[config.mk]
export PLATFORM = sky130hd
export DESIGN_NAME = fb_addr_sequencer
export DESIGN_NICKNAME = d
export VERILOG_FILES = /design/src/rtl/fb_pkg.sv /design/src/rtl/fb_addr_calc.sv /design/src/rtl/fb_addr_sequencer.sv
export SDC_FILE = /design/constraint.sdc
export NUM_CORES = 1
export LEC_CHECK = 0
export CORE_AREA = 2 2 109 111
export DETAILED_ROUTE_END_ITERATION = 7
export DIE_AREA = 0 0 111 113
export PLACE_DENSITY = 0.7
export SLEW_MARGIN = 10
export SYNTH_ARGS = -nofsm -noshare
export SYNTH_HDL_FRONTEND = slang
export SYNTH_SLANG_ARGS = --single-unit
[constraint.sdc]
create_clock -name clk -period 4.25 [get_ports clk]
set_input_delay 0.6375 -clock clk [delete_from_list [all_inputs] [get_ports clk]]
set_output_delay 0.6375 -clock clk [all_outputs]
set_load 0.02 [all_outputs]
[src/rtl/fb_pkg.sv]
// -----------------------------------------------------------------------------
// fb_pkg
//   Shared definitions for the frame-buffer address sequencer:
//     - default geometry and stride constants for a 320x240, 32-bpp frame store
//     - flip state enum (IDLE, PENDING)
//     - 2-bit buffer index type and the round-robin successor helper
// -----------------------------------------------------------------------------
package fb_pkg;

    localparam int unsigned DEF_ADDR_W          = 32;
    localparam int unsigned DEF_X_W             = 9;
    localparam int unsigned DEF_Y_W             = 8;
    localparam int unsigned DEF_H_RES           = 320;
    localparam int unsigned DEF_V_RES           = 240;
    localparam int unsigned DEF_BYTES_PER_PIXEL = 4;
    localparam int unsigned DEF_LINE_STRIDE     = 1280;
    localparam logic [31:0] DEF_BUF_STRIDE      = 32'h0004_B000;
    localparam logic [31:0] DEF_BASE_ADDR       = 32'h0000_0000;
    localparam int unsigned DEF_NUM_BUFS        = 2;

    typedef enum logic {
        IDLE,
        PENDING
    } flip_state_e;

    typedef logic [1:0] buf_idx_t;

    // Next buffer in round-robin order; wraps at num_bufs, so with two
    // buffers it simply toggles between 0 and 1.
    function automatic buf_idx_t next_buf(input buf_idx_t idx, input int unsigned num_bufs);
        if (32'(idx) + 32'd1 >= num_bufs) begin
            return '0;
        end
        return idx + 2'd1;
    endfunction

endpackage

[src/rtl/fb_addr_calc.sv]
// -----------------------------------------------------------------------------
// fb_addr_calc
//   One coordinate-to-byte-address path with range check and output register.
//   Latency is one cycle; one coordinate accepted every cycle.
//
//   Ports:
//     clk, n_rst      clock, asynchronous active-low reset
//     valid           coordinate valid
//     x, y            pixel coordinate
//     idx             buffer index the address is generated for
//     addr            registered byte address (holds unless an in-range
//                     coordinate was accepted)
//     addr_valid      addr was updated by the previous cycle's coordinate
//     oob             previous cycle's coordinate was out of range (pulse)
// -----------------------------------------------------------------------------
module fb_addr_calc
    import fb_pkg::*;
#(
    parameter int unsigned       ADDR_W          = DEF_ADDR_W,
    parameter int unsigned       X_W             = DEF_X_W,
    parameter int unsigned       Y_W             = DEF_Y_W,
    parameter int unsigned       H_RES           = DEF_H_RES,
    parameter int unsigned       V_RES           = DEF_V_RES,
    parameter int unsigned       BYTES_PER_PIXEL = DEF_BYTES_PER_PIXEL,
    parameter int unsigned       LINE_STRIDE     = DEF_LINE_STRIDE,
    parameter logic [ADDR_W-1:0] BUF_STRIDE      = ADDR_W'(DEF_BUF_STRIDE),
    parameter logic [ADDR_W-1:0] BASE_ADDR       = ADDR_W'(DEF_BASE_ADDR)
) (
    input  logic              clk,
    input  logic              n_rst,
    input  logic              valid,
    input  logic [X_W-1:0]    x,
    input  logic [Y_W-1:0]    y,
    input  buf_idx_t          idx,
    output logic [ADDR_W-1:0] addr,
    output logic              addr_valid,
    output logic              oob
);

    localparam logic [ADDR_W-1:0] LINE_STRIDE_W = ADDR_W'(LINE_STRIDE);
    localparam logic [ADDR_W-1:0] BPP_W         = ADDR_W'(BYTES_PER_PIXEL);
    // Limits carry one extra bit so a resolution equal to 2^X_W / 2^Y_W
    // still compares correctly.
    localparam logic [X_W:0]      H_LIM         = (X_W+1)'(H_RES);
    localparam logic [Y_W:0]      V_LIM         = (Y_W+1)'(V_RES);

    logic              in_range;
    logic [ADDR_W-1:0] addr_next;

    // All terms are widened to ADDR_W first so the sum wraps modulo 2^ADDR_W.
    assign addr_next = BASE_ADDR
                     + ADDR_W'(idx) * BUF_STRIDE
                     + ADDR_W'(y)   * LINE_STRIDE_W
                     + ADDR_W'(x)   * BPP_W;

    assign in_range = ({1'b0, x} < H_LIM) && ({1'b0, y} < V_LIM);

    // NOTE: registers use non-blocking assignments so every flop samples the
    // pre-edge values of its neighbours, independent of process ordering.
    always_ff @(posedge clk or negedge n_rst) begin
        if (!n_rst) begin
            addr       <= '0;
            addr_valid <= 1'b0;
            oob        <= 1'b0;
        end else begin
            addr_valid <= valid && in_range;
            oob        <= valid && !in_range;
            if (valid && in_range) begin
                addr <= addr_next;
            end
        end
    end

endmodule

[src/rtl/fb_addr_sequencer.sv]
// -----------------------------------------------------------------------------
// fb_addr_sequencer
//   Multi-buffer frame-store address generator. Tracks the front (scanout)
//   and back (draw) buffers, defers flip requests to the next vsync, and
//   produces registered, range-checked byte addresses for a draw port (back
//   buffer) and a scanout port (front buffer).
//
//   Ports:
//     clk, n_rst                       clock, asynchronous active-low reset
//     flip_req                         request to present the back buffer
//     vsync                            frame-boundary strobe
//     wr_valid, wr_x, wr_y             draw coordinate
//     wr_addr, wr_addr_valid, wr_oob   draw address result
//     rd_valid, rd_x, rd_y             scanout coordinate
//     rd_addr, rd_addr_valid, rd_oob   scanout address result
//     front_idx, back_idx              current buffer indices
//     flip_pending                     flip accepted, waiting for vsync
//     flip_done                        pulse in the first cycle of new indices
// -----------------------------------------------------------------------------
module fb_addr_sequencer
    import fb_pkg::*;
#(
    parameter int unsigned       ADDR_W          = DEF_ADDR_W,
    parameter int unsigned       X_W             = DEF_X_W,
    parameter int unsigned       Y_W             = DEF_Y_W,
    parameter int unsigned       H_RES           = DEF_H_RES,
    parameter int unsigned       V_RES           = DEF_V_RES,
    parameter int unsigned       BYTES_PER_PIXEL = DEF_BYTES_PER_PIXEL,
    parameter int unsigned       LINE_STRIDE     = DEF_LINE_STRIDE,
    parameter logic [ADDR_W-1:0] BUF_STRIDE      = ADDR_W'(DEF_BUF_STRIDE),
    parameter logic [ADDR_W-1:0] BASE_ADDR       = ADDR_W'(DEF_BASE_ADDR),
    parameter int unsigned       NUM_BUFS        = DEF_NUM_BUFS
) (
    input  logic              clk,
    input  logic              n_rst,
    input  logic              flip_req,
    input  logic              vsync,
    input  logic              wr_valid,
    input  logic [X_W-1:0]    wr_x,
    input  logic [Y_W-1:0]    wr_y,
    output logic [ADDR_W-1:0] wr_addr,
    output logic              wr_addr_valid,
    output logic              wr_oob,
    input  logic              rd_valid,
    input  logic [X_W-1:0]    rd_x,
    input  logic [Y_W-1:0]    rd_y,
    output logic [ADDR_W-1:0] rd_addr,
    output logic              rd_addr_valid,
    output logic              rd_oob,
    output buf_idx_t          front_idx,
    output buf_idx_t          back_idx,
    output logic              flip_pending,
    output logic              flip_done
);

    flip_state_e state, state_next;
    logic        apply_flip;

    always_ff @(posedge clk or negedge n_rst) begin
        if (!n_rst) begin
            state     <= IDLE;
            front_idx <= 2'd0;
            back_idx  <= 2'd1;
            flip_done <= 1'b0;
        end else begin
            state     <= state_next;
            flip_done <= apply_flip;
            if (apply_flip) begin
                front_idx <= back_idx;
                back_idx  <= next_buf(back_idx, NUM_BUFS);
            end
        end
    end

    // A request arriving together with vsync while idle is applied at once;
    // further requests while pending are absorbed.
    always_comb begin
        // NOTE: defaults first so no path leaves a signal unassigned, which
        // would otherwise infer a latch.
        state_next = state;
        apply_flip = 1'b0;
        case (state)
            IDLE: begin
                if (flip_req) begin
                    if (vsync) begin
                        apply_flip = 1'b1;
                    end else begin
                        state_next = PENDING;
                    end
                end
            end
            PENDING: begin
                if (vsync) begin
                    apply_flip = 1'b1;
                    state_next = IDLE;
                end
            end
        endcase
    end

    assign flip_pending = (state == PENDING);

    fb_addr_calc #(
        .ADDR_W          (ADDR_W),
        .X_W             (X_W),
        .Y_W             (Y_W),
        .H_RES           (H_RES),
        .V_RES           (V_RES),
        .BYTES_PER_PIXEL (BYTES_PER_PIXEL),
        .LINE_STRIDE     (LINE_STRIDE),
        .BUF_STRIDE      (BUF_STRIDE),
        .BASE_ADDR       (BASE_ADDR)
    ) u_wr_calc (
        .clk        (clk),
        .n_rst      (n_rst),
        .valid      (wr_valid),
        .x          (wr_x),
        .y          (wr_y),
        .idx        (back_idx),
        .addr       (wr_addr),
        .addr_valid (wr_addr_valid),
        .oob        (wr_oob)
    );

    fb_addr_calc #(
        .ADDR_W          (ADDR_W),
        .X_W             (X_W),
        .Y_W             (Y_W),
        .H_RES           (H_RES),
        .V_RES           (V_RES),
        .BYTES_PER_PIXEL (BYTES_PER_PIXEL),
        .LINE_STRIDE     (LINE_STRIDE),
        .BUF_STRIDE      (BUF_STRIDE),
        .BASE_ADDR       (BASE_ADDR)
    ) u_rd_calc (
        .clk        (clk),
        .n_rst      (n_rst),
        .valid      (rd_valid),
        .x          (rd_x),
        .y          (rd_y),
        .idx        (front_idx),
        .addr       (rd_addr),
        .addr_valid (rd_addr_valid),
        .oob        (rd_oob)
    );

endmodule

==> metrics.md, run 1 <==
| Metric | Value |
|---|---|
| Outcome | `finished, final reports clean` |
| Routed via count divided by cell count | `4.67` |
| Vias | `3259` |
| Worst skew pair latency | `0.28 ns` |
| Antenna Nets Post-Route | `0` |
| Number of distinct library cells after synthesis | `50` |
| Post-layout utilization of the core | `between 40% and 50%` |
| R2r worst-path depth | `9` |
| Leak Pwr | `between 2 and 3 nW` |
| Worst relative slew slack | `between 50 and 60%` |
| Final Non-Filler Cells | `between 600 and 700` |
| Post-CTS resize count | `0` |
| Source of the critical timing path | `rd_y[1]` |
| Clock-pin slew on the worst setup and hold paths | `~0.07 ns` |
| Vias in the first global route | `3306` |
| Maximum count of clock buffers along a single path | `2` |
| Library cell occupying the most area in the post-synthesis netlist | `sky130_fd_sc_hd__dfrtp_1` |
| Cell type with the highest occurrence count on the critical path | `sky130_fd_sc_hd__ha_1` |
| Aggregate global routing overflow | `0` |
| Crit path kind | `in2reg` |
| Crit start category | `input port` |
| Gpl congestion | `just under 0.8` |
| Iteration-0 DRC count of the detailed router | `159` |
| Total wire length after detailed routing | `roughly 8.7 mm` |
| Endpoint of the lowest-slack register-to-register path | `u_wr_calc.addr[19]` |
| Reg2reg setup slack | `1.09 ns` |
| Slack of the critical path | `between 0.15 and 0.2 ns` |
| Cell total after placement | `690` |
| Tightest Hold Check Type | `in2async` |
| Pin count of the biggest net entering global routing | `51` |
| Worst Clk Skew | `0.00447 ns` |
| Area of the core region | `~11000 um2` |
| CP Capture Point | `u_rd_calc.addr[18]` |
| Number of pins with negative max-slew slack in the final report | `0` |
| Area of combinational cells with multiple inputs | `2540 um2` |
| Sort of element at the end of the critical path | `flip-flop` |
| Ports | `114` |
| CTS tree | `built` |
| Fillers | `1098` |
| CP top delay family | `adder cells` |
| Leading cell types by total area after synthesis | `sky130_fd_sc_hd__dfrtp_1 (31%), sky130_fd_sc_hd__ha_1 (16%), sky130_fd_sc_hd__nand2_1 (7.3%)` |
| Slowest cell delay on critical path | `0.42 ns` |
| Cell chain of the critical path | `clkdlybuf4s50_1 -> ha_1 -> ha_1 -> fa_1 -> a21oi_2 -> nor2_1 -> nor2_2 -> o21bai_1 -> a21oi_1 -> xnor2_1 -> ha_2 -> nor3b_1 -> a221o_1 -> a211oi_2 -> buf_4 -> nor3_2 -> xor2_1 -> o21ai_0` |
| Number of cells produced by synthesis | `430` |
| Post-CTS setup buffers | `0` |
| Top cells by instance count after synthesis | `sky130_fd_sc_hd__nand2_1 (76), sky130_fd_sc_hd__ha_1 (51), sky130_fd_sc_hd__dfrtp_1 (49)` |
| Horizontal die dimension | `111 um` |
| Maximum fanout count along the critical path | `7` |
| Post-synth design cell area | `slightly below 4000 um2` |
| Min cycle time layout | `4.08 ns` |
| Most numerous cell in the Yosys netlist | `sky130_fd_sc_hd__nand2_1` |
| Post-synth EDFFs | `0` |
| Post-Syn Area per Cell | `9.09 um2` |
| Site row count | `39` |
| Largest vdd supply drop | `0.273 mV` |
| Arrival @ worst endpoint | `about 4.3 ns` |
| Setup violations, final | `0` |
| Pre-antenna DRT Iters | `4` |
| Flip-flop and latch area | `1250 um2` |
| Total number of yosys warnings | `0` |
| Global-route wire length before repair | `between 10 and 15 mm` |
| Critical path depth in cells | `18` |
| Net total in the final layout | `651` |
| Die outline height | `113 um` |
| Number of levels in the clock H-tree | `2` |
| Hold-fix buffer count after cts | `0` |
| Ratio of final minimum period to clock period | `96.1%` |
| Bufs and invs on worst path | `2` |
| Starting density of the core | `34.7%` |
| Setup slack after placement | `-0.268 ns` |
| P per Cell Area | `approximately 580 nW/um2` |
| DPL Wire Length | `6.93 mm` |
| Antenna diode instance count | `0` |
| Full die area | `12500 um2` |
| CTS Buf Count | `5` |
| Clock sink count | `50` |
| GRT Total Usage | `~14%` |
| Worst R2R Start | `back_idx[0]` |
| Residual DRC count | `0` |
| Peak Freq | `between 0.2 and 0.25 GHz` |
| Number of buffers inserted by port buffering | `a little under 90` |
| Worst-path cell with the longest stage delay | `sky130_fd_sc_hd__clkdlybuf4s50_1` |
| Layout area overhead | `37.3%` |
| Req. time, crit path | `4.45 ns` |
| Sequential element share of the synthesized area | `32.0%` |
| Predominant post-synthesis flop cell | `sky130_fd_sc_hd__dfrtp_1` |
| Count of endpoints failing hold in the final timing report | `0` |
| Fraction of final layout cells with drive strength greater than 1 | `13.7%` |
| Share of the synthesized area in the top cell type | `31.4%` |
| WL/cell | `12.4 um` |
| Antenna violations before repair | `0` |
| Transition at the pin with the smallest max-transition slack | `0.634 ns` |
| Share of flip-flops with an asynchronous set or reset after synthesis | `100%` |
| Maximum Capacitance Violations | `0` |
| Post-synthesis sequential element count | `50` |
| Clock tree root driver cell | `sky130_fd_sc_hd__clkbuf_16` |
-- kinds of logic after synthesis --
group                    synth area share (%)
AND/OR/NAND/NOR                          15.9
AO/OA/AOI/OAI                            15.8
adder cells (fa/ha/maj)                  19.4
buffers and inverters                    7.68
flip-flops                               32.0
XOR/XNOR                                 8.38
multiplexers                            0.672
other                                  0.0959
-- registers in the layout, summed over array words and instances, names as in the netlist, 2 cells and up --
register / count
back_idx: 2
front_idx: 2
u_rd_calc.addr: 20
u_wr_calc.addr: 20
-- report_power, final --
part	leakage (nW)	switching (W)	internal, W
logic	1.84	0.00103	0.000986
registers	0.624	0.0000993	0.000610
clock network	0.0698	0.000171	0.000218
-- worst reg2reg max path: stages (launching register included) --
cell,delay (ns)
sky130_fd_sc_hd__dfstp_2,0.61
sky130_fd_sc_hd__inv_1,0.10
sky130_fd_sc_hd__ha_1,0.37
sky130_fd_sc_hd__fa_1,0.48
sky130_fd_sc_hd__a211oi_2,0.27
sky130_fd_sc_hd__or2_2,0.19
sky130_fd_sc_hd__a21oi_1,0.11
sky130_fd_sc_hd__a2111oi_2,0.39
sky130_fd_sc_hd__xnor3_1,0.27
sky130_fd_sc_hd__mux2_4,0.26
-- metrics by stage --
stage	total power (W)	hold WS, ns	setup TNS, ns	area, um2
detailed placement	0.00265	0.469	-0.957	5130
global placement	0.00260	0.458	-0.313	5130
finish	0.00311	0.453	0	5370
CTS	0.00306	0.486	0	5280
global route	0.00338	0.501	-0.0928	5370
floorplan	0.00192	0.342	0	4000
-- how the worst min path moves through the flow --
stage	from	to	slack, ns
floorplan	n_rst	back_idx[1]	0.34
global placement	u_rd_calc.addr[2]	u_rd_calc.addr[2]	0.46
detailed placement	u_rd_calc.addr[4]	u_rd_calc.addr[4]	0.47
CTS	u_wr_calc.addr[4]	u_wr_calc.addr[4]	0.49
global route	n_rst	u_rd_calc.oob	0.50
finish	n_rst	u_rd_calc.addr[15]	0.45
-- routing by layer --
metal / GRT usage, % / vias to the layer above / part of all wire (%) / wire [um]
li1: - / 1676 / - / -
met1: 17.4 / 1504 / 45 / 3940
met2: 24.8 / 73 / 50 / 4320
met3: 1.82 / 6 / 3.6 / 308
met4: 3.42 / 0 / 0.95 / 82
met5: 0 / - / 0 / 0
-- layout by cell type, fill, tap and decap left out, types with 3 or more instances in the layout --
master	synthesis	routed
sky130_fd_sc_hd__a211oi_1	6	4
sky130_fd_sc_hd__a211oi_2	1	3
sky130_fd_sc_hd__a21o_1	7	7
sky130_fd_sc_hd__a21oi_1	15	12
sky130_fd_sc_hd__a21oi_2	0	3
sky130_fd_sc_hd__buf_4	24	37
sky130_fd_sc_hd__clkbuf_16	0	5
sky130_fd_sc_hd__clkdlybuf4s50_1	0	88
sky130_fd_sc_hd__conb_1	1	24
sky130_fd_sc_hd__dfrtp_1	49	49
sky130_fd_sc_hd__fa_1	6	5
sky130_fd_sc_hd__ha_1	51	48
sky130_fd_sc_hd__inv_1	24	24
sky130_fd_sc_hd__nand2_1	76	76
sky130_fd_sc_hd__nand3_1	5	5
sky130_fd_sc_hd__nor2_1	17	15
sky130_fd_sc_hd__nor2b_1	8	7
sky130_fd_sc_hd__nor3_1	7	5
sky130_fd_sc_hd__nor3b_1	3	3
sky130_fd_sc_hd__o21a_1	8	8
sky130_fd_sc_hd__o21ai_0	34	33
sky130_fd_sc_hd__o21bai_1	7	7
sky130_fd_sc_hd__or2_2	4	4
sky130_fd_sc_hd__xnor2_1	21	20
sky130_fd_sc_hd__xor2_1	12	12
-- cell type report --
type	count	area share, %
Sequential cell	50	23.3
Inverter	24	1.68
Tap cell	143	3.33
Timing Repair Buffer	126	21.7
Clock inverter	3	0.396
Multi-Input combinational cell	347	47.3
Clock buffer	5	2.33
Note: power is estimated with default switching activity, not from simulation.
==> run 2, diff against run 1 <==
ABC_AREA = 1   (was not set)
CORE_AREA = 2 2 110 112   (was 2 2 109 111)
CTS_BUF_LIST = sky130_fd_sc_hd__clkbuf_8   (was not set)
DIE_AREA = 0 0 112 114   (was 0 0 111 113)
SKIP_LAST_GASP = 1   (was not set)
==> run 2 against run 1 <==
  * Flip-flop and latch count stayed put
  * Core utilization is 4.5 points lower
  * Via count increased by 7.7%
  * Largest power group unchanged
  * Routed wire length grew 1.5%
  * Clock skew rose by 0.0032 ns
  * Combinational power down 22%
  * Critical endpoint is now u_rd_calc.addr[19]
  * Critical path depth up 3
  * Highest routed layer unchanged
  * Power decreased by 18%
  * Worst hold slack worse by 0.29 ns
  * Sequential power decreased by 2%
  * Setup slack improved by 0.42 ns
==> metrics.md, run 2 <==
| Metric | Value |
|---|---|
| Outcome | `finished, final reports clean` |
| Share of the synthesized area in the top cell type | `30.6% (-0.75 points)` |
| Sequential element share of the synthesized area | `31.3% (-0.77 points)` |
| Full die area | `12800 um2 (+1.8%)` |
| Starting density of the core | `34.2% (-0.48 points)` |
| Highest-count cells in the layout ignoring fill and taps | `sky130_fd_sc_hd__nand2_1 (178), sky130_fd_sc_hd__clkdlybuf4s50_1 (88), sky130_fd_sc_hd__inv_1 (59)` |
| Net total in the final layout | `721 (+11%)` |
| Site row count | `40 (+2.6%)` |
| Layout area overhead | `26.1%` |
| Main combinational cell family by area after synthesis | `simple AND/OR/NAND/NOR gates` |
| Clock tree root driver cell | `sky130_fd_sc_hd__clkbuf_8` |
| Setup violations, final | `0 (unchanged)` |
| Top cells by instance count after synthesis | `sky130_fd_sc_hd__nand2_1 (178), sky130_fd_sc_hd__inv_1 (59), sky130_fd_sc_hd__ha_1 (51)` |
| Antenna diode instance count | `0 (unchanged)` |
| Post-CTS setup buffers | `0 (unchanged)` |
| Count of endpoints failing hold in the final timing report | `0 (unchanged)` |
| Number of buffers inserted by port buffering | `89 (unchanged)` |
| Post-synth EDFFs | `0 (unchanged)` |
| Arrival @ worst endpoint | `3.87 ns (-0.42 ns)` |
| RSZ-0062 raised after global routing | `false` |
| Aggregate global routing overflow | `0 (unchanged)` |
| Min cycle time layout | `3.66 ns (-0.421 ns)` |
| Sort of element at the end of the critical path | `flip-flop` |
| Cell type with the highest occurrence count on the critical path | `sky130_fd_sc_hd__nand2_1` |
| Maximum Capacitance Violations | `0 (unchanged)` |
| Clock sink count | `50 (unchanged)` |
| Slowest cell delay on critical path | `0.45 ns (+0.03 ns)` |
| Final Non-Filler Cells | `772 (+11%)` |
| Vias | `3510 (+7.7%)` |
| Placement Cell Area | `4960 um2 (-3.4%)` |
| Antenna Nets Post-Route | `0 (unchanged)` |
| CTS Buf Count | `5 (unchanged)` |
| Worst Clk Skew | `0.00767 ns (+0.00320 ns)` |
| DPL Wire Length | `7.22 mm (+4.3%)` |
| CTS tree | `built` |
| Crit path kind | `in2reg` |
| Worst-path cell with the longest stage delay | `sky130_fd_sc_hd__clkdlybuf4s50_1` |
| Req. time, crit path | `4.46 ns (about the same)` |
| Area of the core region | `11700 um2 (+3.9%)` |
| Ports | `114 (unchanged)` |
| Clock-pin slew on the worst setup and hold paths | `0.10 ns (+0.03 ns)` |
| Predominant post-synthesis flop cell | `sky130_fd_sc_hd__dfrtp_1` |
| Cell total after placement | `764 (+11%)` |
| Total number of yosys warnings | `0 (unchanged)` |
| Share of synthesized cell area in full adder, half adder and majority cells | `18.9% (-0.47 points)` |
| Pre-antenna DRT Iters | `4 (unchanged)` |
| P per Cell Area | `506 nW/um2 (-13%)` |
| Pin count of the biggest net entering global routing | `42 (-18%)` |
| Registers with the most flip-flops | `u_rd_calc.addr x20, u_wr_calc.addr x20` |
| Post-synth design cell area | `4010 um2 (+2.5%)` |
| Area of combinational cells with multiple inputs | `2370 um2 (-6.4%)` |
| GRT Total Usage | `14.3% (+0.57 points)` |
| Ratio of final minimum period to clock period | `86.2% (-9.9 points)` |
| Gpl congestion | `0.815 (+3.3%)` |
| Transition at the pin with the smallest max-transition slack | `0.512 ns (-0.122 ns)` |
| Post-synthesis sequential element count | `50 (unchanged)` |
| Proportion of synthesized area in mux cells | `0% (-0.67 points)` |
| Tightest Hold Check Type | `in2async` |
| Xor/xnor share of the synthesized area | `3.28% (-5.1 points)` |
| Most common cell after layout, fill and taps aside | `sky130_fd_sc_hd__nand2_1` |
| Number of levels in the clock H-tree | `2 (unchanged)` |
| Leading cell types by total area after synthesis | `sky130_fd_sc_hd__dfrtp_1 (31%), sky130_fd_sc_hd__nand2_1 (17%), sky130_fd_sc_hd__ha_1 (16%)` |
| Synthesized-area fraction occupied by ao, oa, aoi and oai cells | `7.37% (-8.5 points)` |
| Area fraction in and, or, nand and nor cells after synthesis | `27.5% (+12 points)` |
| Final instance area | `5050 um2 (-5.9%)` |
| Cell chain of the critical path | `clkdlybuf4s50_1 -> ha_1 -> ha_1 -> fa_1 -> nand3_1 -> nand2_1 -> nand2_1 -> nand2_1 -> a21oi_1 -> xor2_1 -> ha_1 -> nand2_1 -> inv_1 -> a21oi_1 -> nand2_1 -> nand2_1 -> nand2_1 -> nor2_1 -> nand2_1 -> nand3_1 -> nand2_1` |
| Residual DRC count | `0 (unchanged)` |
| Worst hold slack across all endpoints | `0.161 ns (-0.291 ns)` |
| Library cell occupying the most area in the post-synthesis netlist | `sky130_fd_sc_hd__dfrtp_1` |
| Crit start category | `input port` |
| Fraction of final layout cells with drive strength greater than 1 | `4.48% (-9.2 points)` |
| Iteration-0 DRC count of the detailed router | `112 (-30%)` |
| Source of the critical timing path | `rd_y[1]` |
| Fillers | `1209 (+10%)` |
| Number of cells produced by synthesis | `533 (+24%)` |
| Bufs and invs on worst path | `2 (unchanged)` |
| Leak Pwr | `2.67 nW (+5.3%)` |
| Worst R2R Start | `back_idx[0]` |
| Flip-flop and latch area | `1250 um2 (unchanged)` |
| Post-Syn Area per Cell | `7.52 um2 (-17%)` |
| Die outline height | `114 um (+0.88%)` |
| Worst skew pair latency | `0.31 ns (+0.03 ns)` |
| Horizontal die dimension | `112 um (+0.90%)` |
| Share of flip-flops with an asynchronous set or reset after synthesis | `100% (unchanged)` |
| Antenna violations before repair | `0 (unchanged)` |
| Most numerous cell in the Yosys netlist | `sky130_fd_sc_hd__nand2_1` |
| CP top delay family | `adder cells` |
| Post-CTS resize count | `0 (unchanged)` |
| Global-route wire length before repair | `15.2 mm (+3.6%)` |
| Number of pins with negative max-slew slack in the final report | `0 (unchanged)` |
| Setup tns final | `0 ns (unchanged)` |
| WL/cell | `11.4 um (-8.2%)` |
| Post-layout utilization of the core | `43.1% (-4.5 points)` |
| Worst relative slew slack | `65.9% (+8.1 points)` |
| Vias in the first global route | `3405 (+3.0%)` |
| Maximum fanout count along the critical path | `6 (-1)` |
| Routed via count divided by cell count | `4.55 (-2.6%)` |
| Number of distinct library cells after synthesis | `33 (-34%)` |
| Hold-fix buffer count after cts | `0 (unchanged)` |
| Peak Freq | `0.273 GHz (+12%)` |
| Largest vdd supply drop | `0.251 mV (-8.2%)` |
| Maximum count of clock buffers along a single path | `2 (unchanged)` |
| Total wire length after detailed routing | `8.78 mm (+1.5%)` |
run 2: cell types whose count changed in the layout (fill, tap and decap cells not counted), sizes merged, moves of 7 or more:
cell    change
o21a        -8
nor2b       -8
buf        -34
a211oi      -7
nor2       +13
o21bai      -7
inv        +37
o21ai       -7
nand2     +105
nor3        -7
nand3      +35
xnor2      -16
run 2: per-layer routing:
layer	share of wire (%)	vias to the layer above	wire length (um)	GRT usage, %
met5	0	-	0	0
met2	47	82	4110	25.1
met1	48	1587	4170	18.3
met4	1.2	0	106	3.82
li1	-	1833	-	-
met3	4.4	8	389	2.34
run 2: final cells by class:
cell class                 count  share of cell area (%)
multi-input combinational    412                    47.0
sequential                    50                    24.8
timing repair buffer          92                    18.0
inverter                      63                    4.68
tap                          147                    3.64
clock buffer                   6                    1.63
clock inverter                 2                   0.248
run 2: report_power, final:
group	total (W)	leakage (nW)	internal (W)	switching, W
Sequential	0.000697	0.628	0.000603	0.0000942
Combinational	0.00156	2.00	0.000638	0.000918
Clock	0.000300	0.0472	0.000131	0.000168
Total	0.00255	2.67	0.00137	0.00118
run 2: logic make-up (layout without fill, tap and decap cells):
family          count (synthesis)  in the layout
compound gates                 55             55
xor+xnor                       15             15
fa+ha+maj                      57             57
buf+inv                        94            163
flops                          50             50
other cells                     1             24
simple gates                  261            261
run 2: path summary, 6_finish.rpt:
check                           slack [ns]  depth (start not counted)                 end
worst max-delay path                  0.59                         21  u_rd_calc.addr[19]
worst min register to register        0.48                          2  u_wr_calc.addr[21]
worst min-delay path                  0.16                          1  u_rd_calc.addr[15]
max in group asynchronous             3.30                          2         back_idx[0]
worst max register to register        1.69                         11  u_wr_calc.addr[18]
min in group clk                      0.48                          2  u_wr_calc.addr[21]
run 2: through the flow:
stage | setup WS [ns] | power (W)
CTS | 0.603 | 0.00259
floorplan | 1.00 | 0.00177
finish | 0.589 | 0.00255
global route | 0.264 | 0.00281
global placement | 0.354 | 0.00224
detailed placement | 0.273 | 0.00228
